[src/rtl/raster_capture.sv]
// Raster tracker: turns the VDP pixel stream into framebuffer write strobes with x/y
// coordinates and truncated colour, and locks the active frame size after two matching frames.
module raster_capture #(
    parameter int WIDTH      = 320,
    parameter int HEIGHT     = 240,
    parameter int COLOR_BITS = 4
) (
    input  logic                      clk,
    input  logic                      reset,
    input  logic                      ce_pix_in,
    input  logic                      hblank,
    input  logic                      vblank,
    input  logic [7:0]                r_in,
    input  logic [7:0]                g_in,
    input  logic [7:0]                b_in,
    output logic                      ce_pix,
    output logic [COLOR_BITS-1:0]     r,
    output logic [COLOR_BITS-1:0]     g,
    output logic [COLOR_BITS-1:0]     b,
    output logic [$clog2(WIDTH)-1:0]  x,
    output logic [$clog2(HEIGHT)-1:0] y,
    output logic [10:0]               width,
    output logic [9:0]                height,
    output logic                      locked,
    output logic                      frame_start
);

    localparam int XW = $clog2(WIDTH);
    localparam int YW = $clog2(HEIGHT);
    localparam logic [10:0] WIDTH_L  = 11'(WIDTH);
    localparam logic [9:0]  HEIGHT_L = 10'(HEIGHT);

    typedef enum logic [1:0] {
        SEEK    = 2'd0,
        CAPTURE = 2'd1,
        VBL     = 2'd2
    } state_t;

    function automatic logic [10:0] sat_inc_x(input logic [10:0] v);
        return (v == 11'h7ff) ? v : v + 11'd1;
    endfunction

    function automatic logic [9:0] sat_inc_y(input logic [9:0] v);
        return (v == 10'h3ff) ? v : v + 10'd1;
    endfunction

    state_t      state;
    logic        hblank_q;
    logic        vblank_q;
    logic [10:0] xcnt;
    logic [9:0]  ycnt;
    logic [10:0] maxw;
    logic [10:0] cand_w;
    logic [9:0]  cand_h;

    logic        accept;
    logic        h_rise;
    logic        v_rise;
    logic        v_fall;
    logic        in_capture;
    logic        active;
    logic        line_end;
    logic [10:0] meas_w;
    logic [9:0]  meas_h;

    // A strobe right after an emitted pixel is dropped so ce_pix always has a low gap.
    assign accept     = ce_pix_in & ~ce_pix;
    assign h_rise     = accept & hblank & ~hblank_q;
    assign v_rise     = accept & vblank & ~vblank_q;
    assign v_fall     = accept & ~vblank & vblank_q;
    assign in_capture = (state == CAPTURE);
    assign active     = accept & ~hblank & ~vblank & in_capture;
    assign line_end   = in_capture & h_rise & (xcnt != 11'd0);

    // The measurement includes a line that ends on the same strobe as the frame.
    assign meas_w = (line_end && (xcnt > maxw)) ? xcnt : maxw;
    assign meas_h = line_end ? sat_inc_y(ycnt) : ycnt;

    logic unused_bits;
    assign unused_bits = ^{r_in[7-COLOR_BITS:0], g_in[7-COLOR_BITS:0], b_in[7-COLOR_BITS:0]};

    always_ff @(posedge clk) begin
        if (reset) begin
            state       <= SEEK;
            hblank_q    <= 1'b0;
            vblank_q    <= 1'b0;
            xcnt        <= '0;
            ycnt        <= '0;
            maxw        <= '0;
            cand_w      <= '0;
            cand_h      <= '0;
            ce_pix      <= 1'b0;
            frame_start <= 1'b0;
            r           <= '0;
            g           <= '0;
            b           <= '0;
            x           <= '0;
            y           <= '0;
            width       <= WIDTH_L;
            height      <= HEIGHT_L;
            locked      <= 1'b0;
        end else begin
            ce_pix      <= 1'b0;
            frame_start <= 1'b0;

            if (accept) begin
                hblank_q <= hblank;
                vblank_q <= vblank;
            end

            unique case (state)
                SEEK, VBL: begin
                    if (v_fall) begin
                        state       <= CAPTURE;
                        frame_start <= 1'b1;
                        xcnt        <= '0;
                        ycnt        <= '0;
                        maxw        <= '0;
                    end
                end

                CAPTURE: begin
                    if (active) begin
                        x      <= xcnt[XW-1:0];
                        y      <= ycnt[YW-1:0];
                        r      <= r_in[7 -: COLOR_BITS];
                        g      <= g_in[7 -: COLOR_BITS];
                        b      <= b_in[7 -: COLOR_BITS];
                        xcnt   <= sat_inc_x(xcnt);
                        ce_pix <= (xcnt < WIDTH_L) && (ycnt < HEIGHT_L);
                    end

                    if (line_end) begin
                        maxw <= meas_w;
                        ycnt <= sat_inc_y(ycnt);
                        xcnt <= '0;
                    end

                    // Frame end: a repeated measurement locks, a new one becomes the candidate.
                    if (v_rise) begin
                        state <= VBL;
                        maxw  <= '0;
                        if (meas_h != 10'd0) begin
                            if ((meas_w == cand_w) && (meas_h == cand_h)) begin
                                width  <= meas_w;
                                height <= meas_h;
                                locked <= 1'b1;
                            end else begin
                                cand_w <= meas_w;
                                cand_h <= meas_h;
                                locked <= 1'b0;
                            end
                        end
                    end
                end

                default: state <= SEEK;
            endcase
        end
    end

endmodule

[config.mk]
export PLATFORM = sky130hd
export DESIGN_NAME = raster_capture
export DESIGN_NICKNAME = d
export VERILOG_FILES = /design/src/rtl/raster_capture.sv
export SDC_FILE = /design/constraint.sdc
export NUM_CORES = 1
export LEC_CHECK = 0
export CAP_MARGIN = 0
export CORE_MARGIN = 5
export CORE_UTILIZATION = 50
export DETAILED_ROUTE_END_ITERATION = 6
export PLACE_DENSITY = 0.74
export SETUP_SLACK_MARGIN = 0.2
export SLEW_MARGIN = 25
export SYNTH_ARGS = -nofsm -noshare
export SYNTH_HDL_FRONTEND = slang
export SYNTH_SLANG_ARGS = --single-unit
[constraint.sdc]
create_clock -name clk -period 2.9 [get_ports clk]
set_input_delay 0.435 -clock clk [delete_from_list [all_inputs] [get_ports clk]]
set_output_delay 0.435 -clock clk [all_outputs]
set_load 0.01 [all_outputs]
==> results by group, run 1 <==
Outcome
  – Outcome: finished with violations
  – Failing checks: negative setup slack

Yosys
  – EDFF count, synth: 0
  – Ys flop type: dfxtp_1
  – Mux cell area share after synthesis: approximately 7.7%
  – Netlist cell types: 70
  – Compound-cell area share of the yosys netlist: 18.19%
  – Syn_nets: 758
  – Synth Warn #: 0
  – Area contributors post-synth: dfxtp_1 37%, nand2_1 6.5%, mux2i_1 6.2%, a21oi_1 4.7%, nand2b_1 4.1%
  – Synth area leader: dfxtp_1
  – Post-synthesis sequential area ratio: a little under two fifths
  – Largest family of logic cells by synthesized area: simple AND/OR/NAND/NOR gates
  – Seq cells post-synth: between 100 and 150
  – Mapped Avg Cell Area: around 8.3 um2
  – Synth Area in Simple Gates: 24.79%
  – Fraction of registers with async set/reset: 0%
  – Xor/xnor share of the synthesized area: under 10%
  – Adder-cell share of the synthesized area: between 2 and 3%
  – Top-area cell type share of the netlist area: between 30% and 40%
  – Post-synthesis cell count: 715
  – Synth Cell Area: slightly below 6000 um2

Critical path
  – Worst Path Arrival: between 3000 and 4000 ps
  – Reg2Reg Setup Slack: -50 ps
  – RR Startpoint: maxw[8]
  – Crit Path Category: flop to flop
  – Reg2reg end: cand_w[8]
  – Register-to-Register Path Depth: 13
  – CP Capture Type: flop
  – Worst Setup Start Kind: flop
  – Worst setup path endpoint: cand_w[8]
  – CP required: ~3100 ps
  – CP max FO: 7
  – Crit path from: maxw[8]

Detailed routing
  – DRC: 0
  – Vias: between 5000 and 6000
  – Vias per cell: roughly 5.7
  – Post-Route WL: about 18000 um
  – 1st-iter DRT viols: between 300 and 400
  – Initial DRT Pass Iterations: 6
  – Post-route ant nets: 0
  – Drt wl/cell: approximately 17 um

Timing
  – Hold Vio Cnt, Final: 0
  – Worst Max-Slew Pin Slew: about 600 ps
  – Final WS setup: -52.46 ps
  – Min Tclk post-route: roughly 3000 ps
  – Tcrit/Tclk final: 101.8%
  – Setup violators final: 28
  – Relative max-transition margin: roughly three fifths
  – Skew final: 13.06 ps
  – Fmax: between 300 and 400 MHz
  – Unrepaired setup endpoints after global routing: yes
  – Worst hold slack: approximately 450 ps
  – Slew Limit Fails: 0

Cells and area
  – Fin nets: around 920
  – Fraction of layout cells with a size suffix above 1: 29.35%
  – Antenna cells: 0
  – Filler Cell Count: 857
  – Final std cell area, no fill: 8492 um2
  – P&R area growth vs syn: 42.70%

CTS
  – Hold_buf cts: 0
  – CTS sink cnt: 110
  – Worst skew pair latency: about 350 ps
  – Number of H-tree levels: 3
  – CTS tree: built
  – Longest Clk Path Bufs: 2
  – CTS clk-pin slew, worst paths: 70 ps
  – Clock buffers created by TritonCTS: 9
  – Root Buffer Master: clkbuf_16

Global route
  – Met1 Use GR: 31.04%
  – GR Layer Usage met2: 43.48%
  – First-pass GRT wire length: a little under 30000 um
  – Number of global-route vias before repair: about 5700
  – Antenna violations before repair: 0
  – Met3 Use GR: 3.934%
  – Total track usage: between 20% and 30%
  – Grt peak-use layer: met2
  – Largest net degree at the start of global routing: between 60 and 70
  – Grt total ovfl: 0

Floorplanning
  – Die ar.: approximately 14000 um2
  – Rows: 39
  – Initial core utilization: between 50% and 60%
  – Die Width: approximately 120 um
  – Core area: roughly 12000 um2
  – Die Ht: roughly 120 um
  – # IOs: 82

Placement
  – DP HPWL: about 13000 um
  – Dpl ws: -461.9 ps
  – I/O Buffers: 69
  – Global placement routability congestion: slightly below 1
  – Placed Area: approximately 7500 um2

Power and ir drop
  – Leak: 0.003383 uW
  – Internal cell power: ~2400 uW
  – Psw: approximately 640 uW
  – Worst IR Drop VDD: roughly 300 uV
  – Pwr dens: between 300 and 400 nW/um2
  – Seq pwr share: 49.2%
  – Clk pwr share: a little under half
  – Switching share of total power: roughly a fifth
  – Comb pwr share: under 10%

Run
  – Max_cap viols: 0

Min path
  – Hold WC Path Type: flop to flop
==> what timing repair did <==
| action | 4_1_cts | 5_1_grt |
|---|---|---|
| gates cloned | 2 | 0 |
| pin swaps | 29 | 24 |
| setup buffers | 14 | 7 |
| resized for setup | 80 | 30 |
| endpoints found under the hold margin | 0 | 0 |
| setup endpoints to repair | 42 | 43 |
==> how the worst min path moves through the flow <==
stage               from   endpoint  slack, ps  cells after the start
3_3_place_gp        r[1]       r[1]        440                      2
5_1_grt             b[3]       b[3]        470                      2
2_1_floorplan  cand_h[5]  cand_h[5]        440                      2
6_report            y[0]       y[0]        450                      2
3_5_place_dp        y[7]       y[7]        450                      2
4_1_cts             y[7]       y[7]        460                      2
==> cells by family after synthesis <==
group,count (synthesis)
AO/OA/AOI/OAI,158
XOR/XNOR,21
AND/OR/NAND/NOR,288
adder cells (fa/ha/maj),14
multiplexers,44
buffers and inverters,80
flip-flops,110
==> cells in the mapped netlist, drive strengths merged, types with 4 or more instances <==
master and count:
a21oi 56, and3 4, a21o 8, inv 29, nand3 8, nor4 7, o31ai 5, dfxtp 110
nand2 103, nand2b 40, mux2 6, a311oi 7, xnor2 11, nor2 63, xor2 10, nor3 12
a22oi 13, mux2i 38, buf 20, nor3b 4, or2 5, nor2b 4, nand4 10, ha 14
o22ai 4, o21ai 18, or3 7, clkbuf 31, a211oi 12, and4 9, o311ai 5
==> worst max-delay path, cell delays in order, from the launching register on <==
cell and delay (ps):
dfxtp_2 330, inv_2 40, ha_4 210, buf_6 120, a211oi_4 190, o21bai_2 120, a211o_1 330, buf_6 160
a21oi_4 140, a21oi_4 60, a2111oi_4 350, buf_4 190, a31o_4 270, mux2_4 320
==> power groups by stage <==
stage	clock network [uW]	registers, uW	logic (uW)
after floorplan	0	1550	65.4
after global placement	0	1550	115
after detailed placement	0	1550	118
after CTS	1450	1510	121
after global routing	1510	1510	133
final	1440	1510	123
==> cells in the final DEF (no fill, tap or decap), drive strengths merged, types with 11 or more instances in the layout <==
cell           netlist  layout
clkbuf              31      11
nor2                63      63
nand2              103     103
mux2i               38      38
inv                 29      29
ha                  14      14
nor3                12      12
a22oi               13      13
clkdlybuf4s50        0      67
xnor2               11      11
dfxtp              110     110
a21oi               56      56
nand2b              40      41
o21ai               18      18
buf                 20     130
a211oi              12      12
==> final cells by class <==
type	count	area, um2	share of cell area, %
Clock buffer	11	242.7	2.858
Tap cell	143	178.9	2.107
Sequential cell	110	2231	26.27
Timing Repair Buffer	198	1767	20.80
Clock inverter	5	106.4	1.252
Multi-Input combinational cell	526	3850	45.34
Inverter	29	116.4	1.370
==> state kept, by name, indices dropped and copies added, names as in the netlist <==
signal       flops
b                4
cand_h          10
cand_w          11
ce_pix           1
frame_start      1
g                4
hblank_q         1
height          10
locked           1
maxw            11
r                4
state            2
vblank_q         1
width           11
x                9
xcnt            11
y                8
ycnt            10
==> through the flow <==
stage	TNS (ps)	util [%]	total power, uW	std cells
global route	-5975	73.43	3157	1022
floorplan	-10.54	-	1616	715
finish	-629.1	73.43	3074	1022
global placement	-14860	64.62	1666	983
CTS	-7.871	71.89	3088	1015
detailed placement	-16370	64.62	1669	983
==> routing by layer <==
layer	routed length, um	share of wire, %
met1	7577	42
met2	8960	50
met3	969	5.4
met4	325	1.8
met5	0	0
No activity file was read; power rests on OpenSTA's default activity.
==> run 2: changes to the inputs <==
--- a/constraint.sdc
+++ b/constraint.sdc
@@ -3,2 +3,2 @@
 set_output_delay 0.435 -clock clk [all_outputs]
-set_load 0.01 [all_outputs]
+set_load 0.02 [all_outputs]
==> results of run 2 <==
The final DEF is identical to that of run 1. Status: finished with violations: negative setup slack.
Among the figures that moved: total power 3074 uW -> 3075 uW
==> run 3: changes to the inputs <==
Settings changed: CORE_ASPECT_RATIO set to 0.5.
==> run 3 against run 2 <==
  * The flow still finishes with violations (negative setup slack)
  * Design area rose by 0.16%
  * Die area rose by 0.93%
  * Largest power group unchanged
  * Largest cell class unchanged
  * First-iteration DRC count rose by 23%
==> results by group, run 3 (same netlist as run 1, synthesis figures left out) <==
CTS
  – Number of H-tree levels: 3
  – CTS sink cnt: between 100 and 150
  – CTS clk-pin slew, worst paths: ~70 ps
  – Worst skew pair latency: ~360 ps
  – CTS tree: built
  – Root Buffer Master: clkbuf_16
  – Clock buffers created by TritonCTS: 9
  – Longest Clk Path Bufs: 2
  – Hold_buf cts: 0

Floorplanning
  – Initial core utilization: approximately 51%
  – Core area: 11740 um2
  – Die Ht: just under 90 um
  – Die Width: between 150 and 200 um
  – Die ar.: roughly 14000 um2
  – Rows: 28
  – # IOs: roughly 80

Timing
  – Relative max-transition margin: approximately 56%
  – Skew final: 7.796 ps
  – Tcrit/Tclk final: 101.0%
  – Final WS setup: -28.01 ps
  – Slew Limit Fails: 0
  – Worst hold slack: roughly 450 ps
  – Min Tclk post-route: ~2900 ps
  – Worst Max-Slew Pin Slew: ~650 ps
  – Setup violators final: 12
  – Fmax: around 340 MHz
  – Hold Vio Cnt, Final: 0
  – Setup TNS: -172.9 ps
  – Unrepaired setup endpoints after global routing: yes

Cells and area
  – Post-route insts no fill: between 1000 and 1500
  – P&R area growth vs syn: 42.94%
  – Antenna cells: 0
  – Most frequent cells in the layout: 112 x buf_4, 103 x nand2_1, 95 x dfxtp_1
  – Layout Utilization: ~72%
  – Most common cell after layout, fill and taps aside: buf_4
  – Fin nets: a little over 900
  – Fraction of layout cells with a size suffix above 1: 29.65%

Detailed routing
  – Post-Route WL: around 18000 um
  – Vias per cell: 5.754
  – Drt wl/cell: ~17 um
  – DRC: 0
  – 1st-iter DRT viols: between 400 and 500
  – Post-route ant nets: 0
  – Initial DRT Pass Iterations: 5
  – Vias: roughly 6000

Placement
  – DP HPWL: 12150 um
  – I/O Buffers: 69
  – Placed Cells: 1007
  – Global placement routability congestion: around 0.96

Global route
  – Total track usage: between 20% and 30%
  – First-pass GRT wire length: roughly 30000 um
  – Antenna violations before repair: 0
  – Grt total ovfl: 0
  – Number of global-route vias before repair: 5974
  – Largest net degree at the start of global routing: 55

Min path
  – Min-delay src: b[3]
  – Hold WC Path Type: flop to flop

Power and ir drop
  – Pwr dens: between 300 and 400 nW/um2
  – Leak: ~0.0034 uW
  – Worst IR Drop VDD: about 240 uV

Critical path
  – Worst Setup Start Kind: flop
  – Crit Path Category: flop to flop
  – RR Startpoint: maxw[8]
  – Crit path from: maxw[8]
  – CP required: around 3200 ps
  – CP max FO: 8
  – CP Capture Type: flop
  – Worst Path Arrival: 3200 ps

Outcome
  – Failing checks: negative setup slack
  – Outcome: finished with violations

Run
  – Max_cap viols: 0
[run 3: repair_timing]
item | in CTS | in global routing
hold endpoints to repair | 0 | 0
gates cloned | 0 | 0
resized for setup | 98 | 15
setup buffers | 16 | 3
pin swaps | 31 | 21
endpoints found under the setup margin | 43 | 44
[run 3: routing by layer]
layer	GRT usage [%]	vias to the layer above	part of all wire (%)
li1	-	2818	-
met1	33.04	2884	43
met2	43.59	255	47
met3	5.768	39	8.0
met4	9.285	0	2.1
met5	0	-	0
[run 3: worst max-delay path, cell delays in order (launching register included)]
cell and delay, ps:
dfxtp_2 340, inv_2 40, ha_4 210, buf_4 130
a211oi_2 260, o21bai_2 130, a211o_1 330, buf_6 150
buf_4 130, a21oi_2 130, a21oi_2 50, o22a_2 280
a31o_4 290, buf_8 160, a211oi_2 230
[run 3: area by class of cell]
cell class	instances	area, um2
Inverter	29	116.4
Fill cell	827	3231
Sequential cell	110	2223
Multi-Input combinational cell	525	3919
Timing Repair Buffer	197	1740
Tap cell	165	206.4
Clock inverter	5	57.56
Clock buffer	11	242.7
[run 3: stage by stage]
stage | total power [uW] | setup slack (ps) | cell area [um2]
floorplan | 1617 | -5.271 | 6072
global placement | 1668 | -390.6 | 7516
detailed placement | 1669 | -496.7 | 7516
CTS | 2918 | 77.39 | 8421
global route | 2995 | -202.7 | 8506
finish | 2908 | -28.01 | 8506
[run 3: path summary, 6_finish.rpt]
path,end,slack (ps),cells past startpoint
worst max-delay path,cand_h[7],-30,14
worst min-delay path,b[3],450,2
worst max register to register,cand_h[7],-30,14
worst min register to register,b[3],450,2
[run 3: power by group]
part,switching [uW],internal [uW],leakage (uW)
logic,71.1,55.2,0.00232
registers,2.58,1510,0.000894
clock network,572,696,0.000150
